**src/rtl/uart_cmd_ctrl_if.sv**
```systemverilog
// uart_cmd_ctrl_if: received-byte input and command/set-time outputs of uart_cmd_ctrl
//   i_rx_data/i_rx_done : byte from uart_rx, valid while i_rx_done is high
//   o_run_stop/o_clear/o_mode_tgl/o_set_valid/o_cmd_err : one-cycle pulses
//   o_set_hour/o_set_min/o_set_sec : last validated time, o_busy : set-time in progress
interface uart_cmd_ctrl_if;
   logic [7:0] i_rx_data;
   logic       i_rx_done;
   logic       o_run_stop;
   logic       o_clear;
   logic       o_mode_tgl;
   logic       o_set_valid;
   logic [4:0] o_set_hour;
   logic [5:0] o_set_min;
   logic [5:0] o_set_sec;
   logic       o_cmd_err;
   logic       o_busy;
   modport master (
      output i_rx_data, i_rx_done,
      input  o_run_stop, o_clear, o_mode_tgl, o_set_valid, o_set_hour, o_set_min, o_set_sec,
             o_cmd_err, o_busy
   );
   modport slave (
      input  i_rx_data, i_rx_done,
      output o_run_stop, o_clear, o_mode_tgl, o_set_valid, o_set_hour, o_set_min, o_set_sec,
             o_cmd_err, o_busy
   );
endinterface

```
**src/rtl/uart_cmd_ctrl.sv**
```systemverilog
// uart_cmd_ctrl: decodes ASCII bytes from uart_rx into watch control pulses and 'S'+HHMMSS set-time loads
//   clk   : system clock
//   rst_n : asynchronous active-low reset
//   bus   : uart_cmd_ctrl_if.slave (byte input, registered pulse/time/busy outputs)
module uart_cmd_ctrl #(
   parameter int TIMEOUT_CYC = 100_000_000
) (
   input logic             clk,
   input logic             rst_n,
   uart_cmd_ctrl_if.slave  bus
);
   localparam int TW = $clog2(TIMEOUT_CYC);
   typedef enum logic [1:0] {IDLE, COLLECT, CHECK} state_t;
   state_t        r_state, w_state_nx;
   logic [2:0]    r_cnt, w_cnt_nx;
   logic [TW-1:0] r_tmo, w_tmo_nx;
   logic [3:0]    r_dig [6];
   logic          r_run, r_clr, r_mode, r_set, r_err;
   logic [4:0]    r_hour;
   logic [5:0]    r_min, r_sec;
   logic [7:0]    w_lc;
   logic          w_is_r, w_is_c, w_is_m, w_is_s, w_is_eol, w_is_dig;
   logic          w_idle_byte, w_col_byte, w_tmo_end, w_ok;
   logic [6:0]    w_hh, w_mm, w_ss;
   logic          w_run, w_clr, w_mode, w_set, w_err;
   function automatic logic [6:0] to_bin(input logic [3:0] t, input logic [3:0] u);
      return ({3'b0, t} << 3) + ({3'b0, t} << 1) + {3'b0, u};
   endfunction
   // forcing bit 5 folds upper and lower case letters onto one code
   assign w_lc        = bus.i_rx_data | 8'h20;
   assign w_is_r      = w_lc == 8'h72;
   assign w_is_c      = w_lc == 8'h63;
   assign w_is_m      = w_lc == 8'h6D;
   assign w_is_s      = w_lc == 8'h73;
   assign w_is_eol    = bus.i_rx_data == 8'h0D || bus.i_rx_data == 8'h0A;
   assign w_is_dig    = bus.i_rx_data >= 8'h30 && bus.i_rx_data <= 8'h39;
   assign w_idle_byte = r_state == IDLE && bus.i_rx_done;
   assign w_col_byte  = r_state == COLLECT && bus.i_rx_done;
   assign w_tmo_end   = r_tmo == TW'(TIMEOUT_CYC - 1);
   assign w_hh        = to_bin(r_dig[0], r_dig[1]);
   assign w_mm        = to_bin(r_dig[2], r_dig[3]);
   assign w_ss        = to_bin(r_dig[4], r_dig[5]);
   assign w_ok        = w_hh <= 7'd23 && w_mm <= 7'd59 && w_ss <= 7'd59;
   always_ff @(posedge clk or negedge rst_n) begin
      if (!rst_n) begin
         r_state <= IDLE;
         r_cnt   <= '0;
         r_tmo   <= '0;
         for (int i = 0; i < 6; i++) r_dig[i] <= '0;
      end else begin
         r_state <= w_state_nx;
         r_cnt   <= w_cnt_nx;
         r_tmo   <= w_tmo_nx;
         if (w_col_byte && w_is_dig) r_dig[r_cnt] <= bus.i_rx_data[3:0];
      end
   end
   // a byte arriving on the terminal timeout cycle takes priority over the timeout
   always_comb begin
      w_state_nx = r_state;
      w_cnt_nx   = r_cnt;
      w_tmo_nx   = r_tmo;
      case (r_state)
         IDLE: if (bus.i_rx_done && w_is_s) begin
            w_state_nx = COLLECT;
            w_cnt_nx   = '0;
            w_tmo_nx   = '0;
         end
         COLLECT: if (bus.i_rx_done) begin
            w_tmo_nx = '0;
            if (w_is_dig) begin
               w_cnt_nx   = r_cnt + 3'd1;
               w_state_nx = r_cnt == 3'd5 ? CHECK : COLLECT;
            end else if (w_is_s) w_cnt_nx = '0;
            else w_state_nx = IDLE;
         end else if (w_tmo_end) w_state_nx = IDLE;
         else w_tmo_nx = r_tmo + 1'b1;
         default: w_state_nx = IDLE;
      endcase
   end
   always_comb begin
      w_run  = w_idle_byte && w_is_r;
      w_clr  = w_idle_byte && w_is_c;
      w_mode = w_idle_byte && w_is_m;
      w_set  = r_state == CHECK && w_ok;
      w_err  = (w_idle_byte && !(w_is_r || w_is_c || w_is_m || w_is_s || w_is_eol)) ||
               (w_col_byte && !w_is_dig && !w_is_s) ||
               (r_state == COLLECT && !bus.i_rx_done && w_tmo_end) ||
               (r_state == CHECK && !w_ok);
   end
   always_ff @(posedge clk or negedge rst_n) begin
      if (!rst_n) begin
         {r_run, r_clr, r_mode, r_set, r_err} <= '0;
         r_hour <= '0;
         r_min  <= '0;
         r_sec  <= '0;
      end else begin
         {r_run, r_clr, r_mode, r_set, r_err} <= {w_run, w_clr, w_mode, w_set, w_err};
         if (w_set) begin
            r_hour <= w_hh[4:0];
            r_min  <= w_mm[5:0];
            r_sec  <= w_ss[5:0];
         end
      end
   end
   assign bus.o_run_stop  = r_run;
   assign bus.o_clear     = r_clr;
   assign bus.o_mode_tgl  = r_mode;
   assign bus.o_set_valid = r_set;
   assign bus.o_cmd_err   = r_err;
   assign bus.o_set_hour  = r_hour;
   assign bus.o_set_min   = r_min;
   assign bus.o_set_sec   = r_sec;
   assign bus.o_busy      = r_state != IDLE;
endmodule

```
**src/flat_wrapper.sv**
```systemverilog
// flat-port wrapper written by rule: the top's interface ports become plain ports
module uart_cmd_ctrl_flat 
#(
   parameter int TIMEOUT_CYC = 100_000_000
)
  (clk, rst_n, bus_i_rx_data, bus_i_rx_done, bus_o_run_stop, bus_o_clear, bus_o_mode_tgl, bus_o_set_valid, bus_o_set_hour, bus_o_set_min, bus_o_set_sec, bus_o_cmd_err, bus_o_busy);
  uart_cmd_ctrl_if bus_i ();
  input logic clk;
  input logic rst_n;
  input wire logic [$bits(bus_i.i_rx_data)-1:0] bus_i_rx_data;
  input wire logic [$bits(bus_i.i_rx_done)-1:0] bus_i_rx_done;
  output wire logic [$bits(bus_i.o_run_stop)-1:0] bus_o_run_stop;
  output wire logic [$bits(bus_i.o_clear)-1:0] bus_o_clear;
  output wire logic [$bits(bus_i.o_mode_tgl)-1:0] bus_o_mode_tgl;
  output wire logic [$bits(bus_i.o_set_valid)-1:0] bus_o_set_valid;
  output wire logic [$bits(bus_i.o_set_hour)-1:0] bus_o_set_hour;
  output wire logic [$bits(bus_i.o_set_min)-1:0] bus_o_set_min;
  output wire logic [$bits(bus_i.o_set_sec)-1:0] bus_o_set_sec;
  output wire logic [$bits(bus_i.o_cmd_err)-1:0] bus_o_cmd_err;
  output wire logic [$bits(bus_i.o_busy)-1:0] bus_o_busy;
  assign bus_i.i_rx_data = bus_i_rx_data;
  assign bus_i.i_rx_done = bus_i_rx_done;
  assign bus_o_run_stop = bus_i.o_run_stop;
  assign bus_o_clear = bus_i.o_clear;
  assign bus_o_mode_tgl = bus_i.o_mode_tgl;
  assign bus_o_set_valid = bus_i.o_set_valid;
  assign bus_o_set_hour = bus_i.o_set_hour;
  assign bus_o_set_min = bus_i.o_set_min;
  assign bus_o_set_sec = bus_i.o_set_sec;
  assign bus_o_cmd_err = bus_i.o_cmd_err;
  assign bus_o_busy = bus_i.o_busy;
  uart_cmd_ctrl #(.TIMEOUT_CYC(TIMEOUT_CYC)) u_core (.clk(clk), .rst_n(rst_n), .bus(bus_i));
endmodule
```
**config.mk**
```make
export PLATFORM = sky130hd
export DESIGN_NAME = uart_cmd_ctrl_flat
export DESIGN_NICKNAME = d
export VERILOG_FILES = /design/src/rtl/uart_cmd_ctrl_if.sv /design/src/rtl/uart_cmd_ctrl.sv /design/src/flat_wrapper.sv
export SDC_FILE = /design/constraint.sdc
export NUM_CORES = 1
export LEC_CHECK = 0
export BUFFER_PORTS_ARGS = -buffer_cell sky130_fd_sc_hd__buf_2
export CAP_MARGIN = 10
export CELL_PAD_IN_SITES_DETAIL_PLACEMENT = 0
export CELL_PAD_IN_SITES_GLOBAL_PLACEMENT = 1
export CORE_ASPECT_RATIO = 0.8
export CORE_MARGIN = 1.5
export CORE_UTILIZATION = 52
export CTS_CLUSTER_DIAMETER = 50
export DETAILED_ROUTE_END_ITERATION = 7
export PLACE_DENSITY_LB_ADDON = 0.1
export SYNTH_ARGS = -nofsm -noshare
export SYNTH_HDL_FRONTEND = slang
export SYNTH_SLANG_ARGS = --single-unit
```
**constraint.sdc**
```tcl
create_clock -name clk -period 7 [get_ports clk]
set_clock_uncertainty 0.05 [all_clocks]
set_input_delay 1.4 -clock clk [delete_from_list [all_inputs] [get_ports clk]]
set_output_delay 1.4 -clock clk [all_outputs]
set_load 0.01 [all_outputs]
```
==> results of run 1 <==
routing by layer:
layer | GRT usage (%) | share of wire, % | wire length (um)
met4 | 5.90 | 0.94 | 88
met3 | 4.07 | 5.3 | 493
met1 | 37.8 | 54 | 5040
met5 | 0 | 0 | 0
met2 | 31.3 | 40 | 3740
layout make-up:
cell class | instances | area share (%)
Clock inverter | 4 | 0.985
Tap cell | 108 | 2.80
Timing Repair Buffer | 34 | 3.63
Sequential cell | 78 | 40.5
Multi-Input combinational cell | 293 | 47.5
Clock buffer | 11 | 2.93
Inverter | 22 | 1.71
stage by stage:
| step | cell area, um^2 | total power [uW] | setup slack, ns | utilization [%] | instances |
|---|---|---|---|---|---|
| after detailed placement | 4640 | 513 | 2.98 | 57.3 | 535 |
| after global placement | 4640 | 511 | 3.10 | 57.3 | 535 |
| after CTS | 4820 | 849 | 3.29 | 59.6 | 550 |
| after floorplan | 4410 | 493 | 3.91 | - | 409 |
| final | 4820 | 841 | 3.29 | 59.6 | 550 |
| after global routing | 4820 | 872 | 3.05 | 59.6 | 550 |
worst register-to-register path, stage by stage, from the launching register on:
cell	delay, ns
dfrtp_1	0.43
fa_1	0.55
fa_1	0.47
a21o_1	0.20
a21oi_1	0.17
xor2_1	0.27
nand4_1	0.23
nor3_4	0.80
mux2_2	0.43
path summary, 6_finish.rpt:
check / endpoint / cells past startpoint / slack (ns) / startpoint
min: u_core.bus.o_set_sec[2] / 1 / 0.44 / u_core.bus.o_set_sec[2]
max reg2reg: u_core.bus.o_set_sec[4] / 8 / 3.29 / u_core.r_dig[11]
min in group asynchronous: u_core.bus.o_set_hour[2] / 1 / 1.16 / rst_n
max in group asynchronous: u_core.r_tmo[4] / 1 / 5.11 / rst_n
min reg2reg: u_core.bus.o_set_sec[2] / 1 / 0.44 / u_core.bus.o_set_sec[2]
max: u_core.bus.o_set_sec[4] / 8 / 3.29 / u_core.r_dig[11]
synth_stat cells (4+ instances only):
master / instances / area share [%]
a21o_1: 7 / 1.2
a21oi_1: 14 / 1.6
and3_1: 5 / 0.71
clkbuf_1: 10 / 0.85
dfrtp_1: 78 / 44
fa_1: 6 / 2.7
ha_1: 24 / 6.8
inv_1: 22 / 1.9
mux2_1: 7 / 1.8
mux2_2: 28 / 7.1
mux2i_1: 4 / 0.91
nand2_1: 19 / 1.6
nand2b_1: 8 / 1.1
nand3_1: 12 / 1.4
nand4_1: 12 / 1.7
nor2_1: 34 / 2.9
nor3_1: 8 / 0.91
nor3b_1: 4 / 0.68
nor4_1: 4 / 0.57
o2111ai_1: 4 / 0.79
o211ai_1: 5 / 0.85
o21ai_0: 17 / 1.9
xnor2_1: 5 / 0.99
xor2_1: 16 / 3.2
logic make-up (layout without fill, tap and decap cells):
kind of cell               after synthesis  after routing
muxes                                   39             39
AOI/OAI and AO/OA                       68             68
DFF                                     78             78
buffers and inverters                   38             71
adders and majority gates               30             30
and+or+nand+nor                        135            135
xor gates and xnor gates                21             21
where the power goes:
group / internal (uW) / total (uW) / switching [uW] / leakage (uW)
sequential: 456 / 464 / 7.89 / 0.00107
combinational: 11.8 / 38.8 / 27.0 / 0.00120
clock: 172 / 338 / 167 / 0.0000952
total: 640 / 841 / 202 / 0.00236
state kept, by name, indices dropped and copies added, names as in the netlist, 2 cells and up:
signal,cells
u_core.bus.o_set_hour,5
u_core.bus.o_set_min,6
u_core.bus.o_set_sec,6
u_core.r_cnt,3
u_core.r_dig,24
u_core.r_state,2
u_core.r_tmo,27
==> results_dict.tcl, run 1 <==
set metrics [dict create \
    fillers 682 \
    synthDistinctLibCells 60 \
    post-route-period-util_pct 53.1 \
    max_freq_mhz 269 \
    finalMaxSlewViolations 0 \
    htree_num_levels 3 \
    clk_latency_ns 0.34 \
    cp_slowest_cell "nor3_4" \
    cts_max_path_buffers 2 \
    ir_worst_vdd_mv 0.107 \
    pin_count 34 \
    syn2layout_area_growth_pct 9.39 \
    path_clk_slew_ns 0.08 \
    wl_um 9360 \
    postCtsResizedCells 0 \
    wire_per_inst_um 17.0 \
    synth_edf_count 0 \
    cp.required_ns 7.18 \
    cts_sinks 78 \
    multiInputGateArea_mm2 0.00229 \
    hold_class "reg -> reg" \
    yosysWarnings 0 \
    cp_common_cell "fa_1" \
    synth_nets 450 \
    hpwl_um 6750 \
    regArea_mm2 0.00195 \
    ctsHoldBuffers 0 \
    core_mm2 0.00809 \
    cts_buffers 9 \
    via_per_inst 5.89 \
    fp.dieW_um 106 \
    rsz0062_at_grt "no" \
    fin_nets 479 \
    synth-compound-area-share_pct 10.3 \
    tns_ns 0 \
    max_slew_margin_pct 34.3 \
    critPathCaptureType "register" \
    grt_pass1_wl_um 16300 \
    async_flop_share_pct 100 \
    synth.cell_area_mm2 0.00441 \
    vias 3239 \
    post_synth_and_or_nand_nor_area_fraction_pct 18.1 \
    grt_max_degree 79 \
    drive_gt1_share_pct 20.6 \
    status "finished, final reports clean" \
    p_leak_uw 0.00236 \
    crit_arrival_ns 3.89 \
    synthCells 409 \
    place_congestion 0.823 \
    start_util_pct 54.5 \
    final_common_cell "dfrtp_1" \
    cts_root_buffer "clkbuf_8" \
    crit_fanout 17 \
    worstMarginPinSlew_ns 0.986 \
    p_per_area_mw_per_mm2 174 \
    max-cap-violations 0 \
    synth_mux_area_share_pct 9.84 \
    drc 0 \
    grt_antenna_before_repair 0 \
    n_antenna_cell 0 \
    worstPathCellList "fa_1, fa_1, a21o_1, a21oi_1, xor2_1, nand4_1, nor3_4, mux2_2" \
    setup_viol 0 \
    synth_top_family_by_area "simple AND/OR/NAND/NOR gates" \
    crit_type "reg -> reg" \
    fp.dieArea_mm2 0.00905 \
    hold_viol_final 0 \
    grt_remaining_overflow 0 \
    grt_pass1_vias 3143 \
    setup.worst_path.start_class "register" \
    detail-route-antenna-nets 0 \
    fp.dieH_um 85.4 \
    final_cell_mix "dfrtp_1, nor2_1, buf_2, mux2_2, ha_1" \
    crit_family "simple AND/OR/NAND/NOR gates" \
    synth.avg_cell_area_um2 10.8 \
    postCtsSetupBuffers 0 \
    hold_slack_ns 0.437 \
    period_minus_slack_ns 3.71 \
    yosysSeqAreaShare_pct 44.3 \
    synthAdderAreaFrac_pct 9.53 \
    dr.pass1.iters 5 \
    io_buffers 33 \
    cpPeakStageDelay_ns 0.80 \
    track_usage_pct 23.2 \
    path_buf_inv 0 \
    synth_xor_area_share_pct 4.17 \
    drt_iter0_drc 143 \
    row_count 29 \
    ys_seq_elements 78 \
    synthFlopType "dfrtp_1" \
    cts_tree "built" \
]
(Power assumes the default switching activity.)
==> inputs of run 2 (changes only) <==
--- a/config.mk
+++ b/config.mk
@@ -5,13 +5,14 @@
 export SDC_FILE = /design/constraint.sdc
 export NUM_CORES = 1
 export LEC_CHECK = 0
+export ABC_AREA = 1
 export BUFFER_PORTS_ARGS = -buffer_cell sky130_fd_sc_hd__buf_2
 export CAP_MARGIN = 10
 export CELL_PAD_IN_SITES_DETAIL_PLACEMENT = 0
 export CELL_PAD_IN_SITES_GLOBAL_PLACEMENT = 1
 export CORE_ASPECT_RATIO = 0.8
 export CORE_MARGIN = 1.5
-export CORE_UTILIZATION = 52
+export CORE_UTILIZATION = 41
 export CTS_CLUSTER_DIAMETER = 50
 export DETAILED_ROUTE_END_ITERATION = 7
 export PLACE_DENSITY_LB_ADDON = 0.1
==> constraint.sdc (replaced) <==
create_clock -name clk -period 3.4 [get_ports clk]
set_clock_uncertainty 0.05 [all_clocks]
set_input_delay 0.68 -clock clk [delete_from_list [all_inputs] [get_ports clk]]
set_output_delay 0.68 -clock clk [all_outputs]
set_load 0.01 [all_outputs]
==> run 2 against run 1 <==
Critical path depth up 2. Wire length up 31%. Largest power group is now the clock network. Synthesized cell count up 59%. Worst setup slack worse by 2.8 ns. Largest cell class unchanged. First-iteration DRC count up 100%. Clock power rose to 3.5 times the previous value. Register-to-register slack worse by 2.8 ns. Via count up 34%. Core utilization down 12 points. Global-route usage down 2.3 points. Fmax up 27%.
==> results_dict.tcl, run 2 <==
set metrics [dict create \
    status "finished, final reports clean" \
    grt_remaining_overflow 0 \
    grt_antenna_before_repair 0 \
    row_count 35 \
    top_usage_layer "met1" \
    drive_gt1_share_pct 12.0 \
    crit_fanout 19 \
    ys_seq_elements 78 \
    largest_reg_flops 27 \
    post-synth-top-area-cell "dfrtp_1" \
    start_util_pct 42.4 \
    async_flop_share_pct 100 \
    ir_worst_vdd_mv 0.320 \
    drt_iter0_drc 286 \
    synth_common_cells "nand2_1, dfrtp_1, inv_1, nor2_1, nand4_1" \
    period_minus_slack_ns 2.91 \
    worst_slack_ns 0.486 \
    fp.dieArea_mm2 0.0127 \
    vias 4348 \
    final_core_util_pct 48.1 \
    crit_type "reg -> reg" \
    hold_slack_ns 0.417 \
    cts_buffers 9 \
    clk_latency_ns 0.34 \
    n_antenna_cell 0 \
    grt_pass1_vias 4051 \
    cts_root_buffer "clkbuf_16" \
    hold_start "u_core.bus.o_set_min[3]" \
    hold_viol_final 0 \
    p_per_area_mw_per_mm2 503 \
    largestRegisters "u_core.r_tmo (27), u_core.r_dig (24)" \
    dr.pass1.iters 6 \
    post-route-period-util_pct 85.7 \
    wire_per_inst_um 14.6 \
    setup.worst_path.start_class "register" \
    worstMarginPinSlew_ns 1.04 \
    hpwl_um 9130 \
    p_leak_uw 0.00273 \
    tns_ns 0 \
    path_clk_slew_ns 0.06 \
    cts_sinks 78 \
    met3_usage_pct 4.83 \
    hold_class "reg -> reg" \
    synthTopCellsByArea "dfrtp_1, nand2_1, nand4_1" \
    crit_arrival_ns 3.09 \
    yosysMostFrequentCell "nand2_1" \
    drc 0 \
    io_buffers 33 \
    fin_area_mm2 0.00558 \
    max_freq_mhz 343 \
    via_per_inst 5.18 \
    rrSetupSlack_ns 0.49 \
    grt_max_degree 79 \
    synth_edf_count 0 \
    cts_max_path_buffers 2 \
    final_common_cell "nand2_1" \
    pre_cts_ws_ns 0.495 \
    fp.dieH_um 101 \
    htree_num_levels 3 \
    setup_viol 0 \
    hold_path_depth 2 \
    worstReg2RegStart "u_core.r_dig[19]" \
    place_congestion 0.819 \
    synth.avg_cell_area_um2 7.55 \
    postCtsSetupBuffers 0 \
    max_slew_margin_pct 30.7 \
    grt_pass1_wl_um 21000 \
    postCtsResizedCells 0 \
    ctsHoldBuffers 0 \
    yosysSeqAreaShare_pct 39.7 \
    yosysWarnings 0 \
    critPathCaptureType "register" \
    cp.required_ns 3.57 \
    rsz0062_at_grt "no" \
    grt_util_met1_pct 32.9 \
    max-cap-violations 0 \
    core_mm2 0.0116 \
    reg2reg_depth 10 \
    placed_area_mm2 0.00522 \
    detail-route-antenna-nets 0 \
    cts_tree "built" \
    synth_nets 693 \
    pin_count 34 \
    track_usage_pct 20.9 \
    synthFlopType "dfrtp_1" \
    crit_start "u_core.r_dig[19]" \
    wl_um 12300 \
    synthDistinctLibCells 35 \
    final_cell_mix "nand2_1, dfrtp_1, inv_1, nor2_1, nand4_1" \
    synth.cell_area_mm2 0.00492 \
    fin_nets 728 \
    yosysTopAreaCellShare_pct 39.7 \
    fp.dieW_um 125 \
    top_register "u_core.r_tmo" \
    finalMaxSlewViolations 0 \
    synthCells 652 \
    syn2layout_area_growth_pct 13.4 \
    use_met2_pct 28.9 \
]
-- run 2: area by class of cell --
cell class / instances / area [um^2]
Clock inverter: 6 / 134
Clock buffer: 10 / 229
Multi-Input combinational cell: 488 / 2610
Sequential cell: 78 / 1950
Inverter: 74 / 280
Timing Repair Buffer: 36 / 190
Fill cell: 1145 / 6020
Tap cell: 148 / 185
-- run 2: power breakdown --
part | internal, uW | switching [uW] | leakage, uW
combinational | 161 | 444 | 0.00147
sequential | 971 | 55.8 | 0.00108
clock | 792 | 384 | 0.000177
total | 1920 | 883 | 0.00273
-- run 2: cell families after synthesis --
logic type | share of synthesized area, %
buffers and inverters | 7.30
AND/OR/NAND/NOR | 35.9
flip-flops | 39.7
AO/OA/AOI/OAI | 7.88
adder cells (fa/ha/maj) | 8.54
XOR/XNOR | 0.712
-- run 2: stage by stage --
stage,power (uW),instances
2_1_floorplan,1500,652
3_3_place_gp,1640,824
3_5_place_dp,1650,824
4_1_cts,2850,840
5_1_grt,2980,840
6_report,2810,840
-- run 2: critical path: stages, from the launching register on --
cell      delay, ns
dfrtp_1        0.39
fa_1           0.57
inv_1          0.07
fa_1           0.45
nand3b_1       0.19
nand3_1        0.09
nand3_1        0.12
nor2_4         0.39
nand3_4        0.28
nand2_1        0.13
nand2_1        0.06
-- run 2: layer usage --
layer  routed length (um)  vias up
met4                   87        0
met3                  615        8
met5                    0        -
met1                 6690     2027
met2                 4860       94
li1                     -     2219
-- run 2: path summary, 6_finish.rpt --
check / endpoint
max: u_core.bus.o_set_sec[3]
max in group asynchronous: u_core.r_state[1]
min reg2reg: u_core.bus.o_set_min[3]
max reg2reg: u_core.bus.o_set_sec[3]
min in group asynchronous: u_core.bus.o_set_min[3]
min: u_core.bus.o_set_min[3]
==> inputs of run 3 (changes only) <==
--- a/config.mk
+++ b/config.mk
@@ -5,14 +5,13 @@
 export SDC_FILE = /design/constraint.sdc
 export NUM_CORES = 1
 export LEC_CHECK = 0
-export ABC_AREA = 1
 export BUFFER_PORTS_ARGS = -buffer_cell sky130_fd_sc_hd__buf_2
 export CAP_MARGIN = 10
 export CELL_PAD_IN_SITES_DETAIL_PLACEMENT = 0
 export CELL_PAD_IN_SITES_GLOBAL_PLACEMENT = 1
 export CORE_ASPECT_RATIO = 0.8
 export CORE_MARGIN = 1.5
-export CORE_UTILIZATION = 41
+export CORE_UTILIZATION = 43
 export CTS_CLUSTER_DIAMETER = 50
 export DETAILED_ROUTE_END_ITERATION = 7
 export PLACE_DENSITY_LB_ADDON = 0.1
==> run 3 against run 2 <==
Sequential share of layout area rose by 3.9 points. Worst hold slack better by 0.013 ns. Worst setup slack worse by 0.29 ns. Non-clock buffer count grew 1. Die area shrank 14%. Combinational power shrank 87%. First-iteration DRC count decreased by 38%. Largest power group unchanged. Count of clock-buffer cells in the layout up 2. Sequential power decreased by 7%. Critical endpoint is now u_core.bus.o_set_sec[4]. Power shrank 27%.
==> results_dict.tcl, run 3 (synthesis gave the netlist of run 1 again) <==
set metrics [dict create \
    path_buf_inv 1 \
    reg2reg_depth 9 \
    detail-route-antenna-nets 0 \
    fillers 913 \
    cts_sinks 78 \
    cts_root_buffer "clkbuf_16" \
    n_antenna_cell 0 \
    worstReg2RegStart "u_core.r_dig[11]" \
    crit_arrival_ns 3.37 \
    row_count 32 \
    grt_antenna_before_repair 0 \
    worstPathCellList "fa_1, fa_1, a21o_1, a21oi_1, xor2_1, nand4_1, nor3_4, buf_12, mux2_2" \
    fp.dieArea_mm2 0.0109 \
    status "finished, final reports clean" \
    htree_num_levels 3 \
    track_usage_pct 20.0 \
    final_common_cell "dfrtp_1" \
    crit_cells 9 \
    hold_viol_final 0 \
    io_buffers 33 \
    finalMaxSlewViolations 0 \
    cp.required_ns 3.57 \
    start_util_pct 45.0 \
    cts_tree "built" \
    final_core_util_pct 51.1 \
    largestRegisters "u_core.r_tmo (27), u_core.r_dig (24)" \
    crit_type "reg -> reg" \
    post-route-period-util_pct 94.1 \
    p_per_area_mw_per_mm2 406 \
    max-cap-violations 0 \
    regArea_mm2 0.00195 \
    fin_nets 482 \
    hold_start "u_core.bus.o_set_min[3]" \
    fp.dieH_um 93.6 \
    power_uw 2040 \
    largest_reg_flops 27 \
    setup_viol 0 \
    hold_slack_ns 0.430 \
    path_clk_slew_ns 0.06 \
    hpwl_um 6880 \
    placed_area_mm2 0.00471 \
    grt_remaining_overflow 0 \
    place_congestion 0.813 \
    worstMarginPinSlew_ns 1.00 \
    max_freq_mhz 313 \
    ctsHoldBuffers 0 \
    postCtsSetupBuffers 0 \
    grt_pass1_wl_um 16500 \
    rsz0062_at_grt "no" \
    cts_max_path_buffers 2 \
    cpPeakStageDelay_ns 0.54 \
    top_register "u_core.r_tmo" \
    final_cell_mix "dfrtp_1, nor2_1, buf_2, mux2_2, ha_1" \
    core_mm2 0.00981 \
    hold_class "reg -> reg" \
    grt_max_degree 79 \
    clk_latency_ns 0.34 \
    drc 0 \
    cts_buffers 9 \
    cp_common_cell "fa_1" \
    p_leak_uw 0.00243 \
    ir_worst_vdd_mv 0.257 \
    crit_fanout 17 \
    cp_slowest_cell "fa_1" \
    crit_start "u_core.r_dig[11]" \
    postCtsResizedCells 0 \
    wl_um 9610 \
    dr.pass1.iters 4 \
    multiInputGateArea_mm2 0.00229 \
    setup.worst_path.start_class "register" \
    grt_pass1_vias 3046 \
    vias 3135 \
    period_minus_slack_ns 3.20 \
    drive_gt1_share_pct 21.3 \
    fin_area_mm2 0.00502 \
    critPathCaptureType "register" \
    crit_family "adder cells" \
    via_per_inst 5.39 \
    max_slew_margin_pct 33.1 \
    wire_per_inst_um 16.5 \
    pin_count 34 \
    drt_iter0_drc 177 \
    syn2layout_area_growth_pct 13.7 \
    tns_ns 0 \
    hold_path_depth 1 \
    fp.dieW_um 116 \
]
==> run 3: worst paths after layout <==
kind                                                  to  slack (ns)
max in group asynchronous        u_core.bus.o_set_sec[4]        2.20
worst min register to register   u_core.bus.o_set_min[3]        0.43
min in group asynchronous       u_core.bus.o_set_hour[3]        0.47
worst max-delay path             u_core.bus.o_set_sec[4]        0.20
worst min-delay path             u_core.bus.o_set_min[3]        0.43
worst max register to register   u_core.bus.o_set_sec[4]        0.20
==> run 3: layout make-up <==
class                      count  share of cell area [%]
sequential                    78                    38.9
multi-input combinational    293                    45.7
clock buffer                  12                    5.11
clock inverter                 4                    1.07
tap                          136                    3.39
timing repair buffer          37                    4.19
inverter                      22                    1.65
==> run 3: layer usage <==
layer | part of all wire [%] | global-route usage, % | vias to the layer above
li1 | - | - | 1548
met5 | 0 | 0 | -
met2 | 39 | 26.2 | 50
met4 | 1.2 | 5.49 | 0
met1 | 56 | 32.1 | 1527
met3 | 3.8 | 4.73 | 10
==> run 3: per-stage QoR <==
stage	worst slack, ns	std cells
CTS	0.177	582
global placement	0.260	566
detailed placement	0.204	566
finish	0.201	582
floorplan	0.307	409
global route	0.0149	582
==> run 3: report_power, final <==
part           leakage [uW]  switching, uW  internal, uW  total (uW)
Combinational       0.00122           57.0          24.2        81.2
Sequential          0.00107           16.3           941         958
Clock              0.000145            385           611         997
Total               0.00243            458          1580        2040
==> run 3: worst register-to-register path, cell delays in order, from the launching register on <==
cell	delay [ns]
dfrtp_1	0.41
fa_1	0.54
fa_1	0.49
a21o_1	0.20
a21oi_1	0.16
xor2_1	0.22
nand4_1	0.22
nor3_4	0.26
buf_12	0.19
mux2_2	0.35
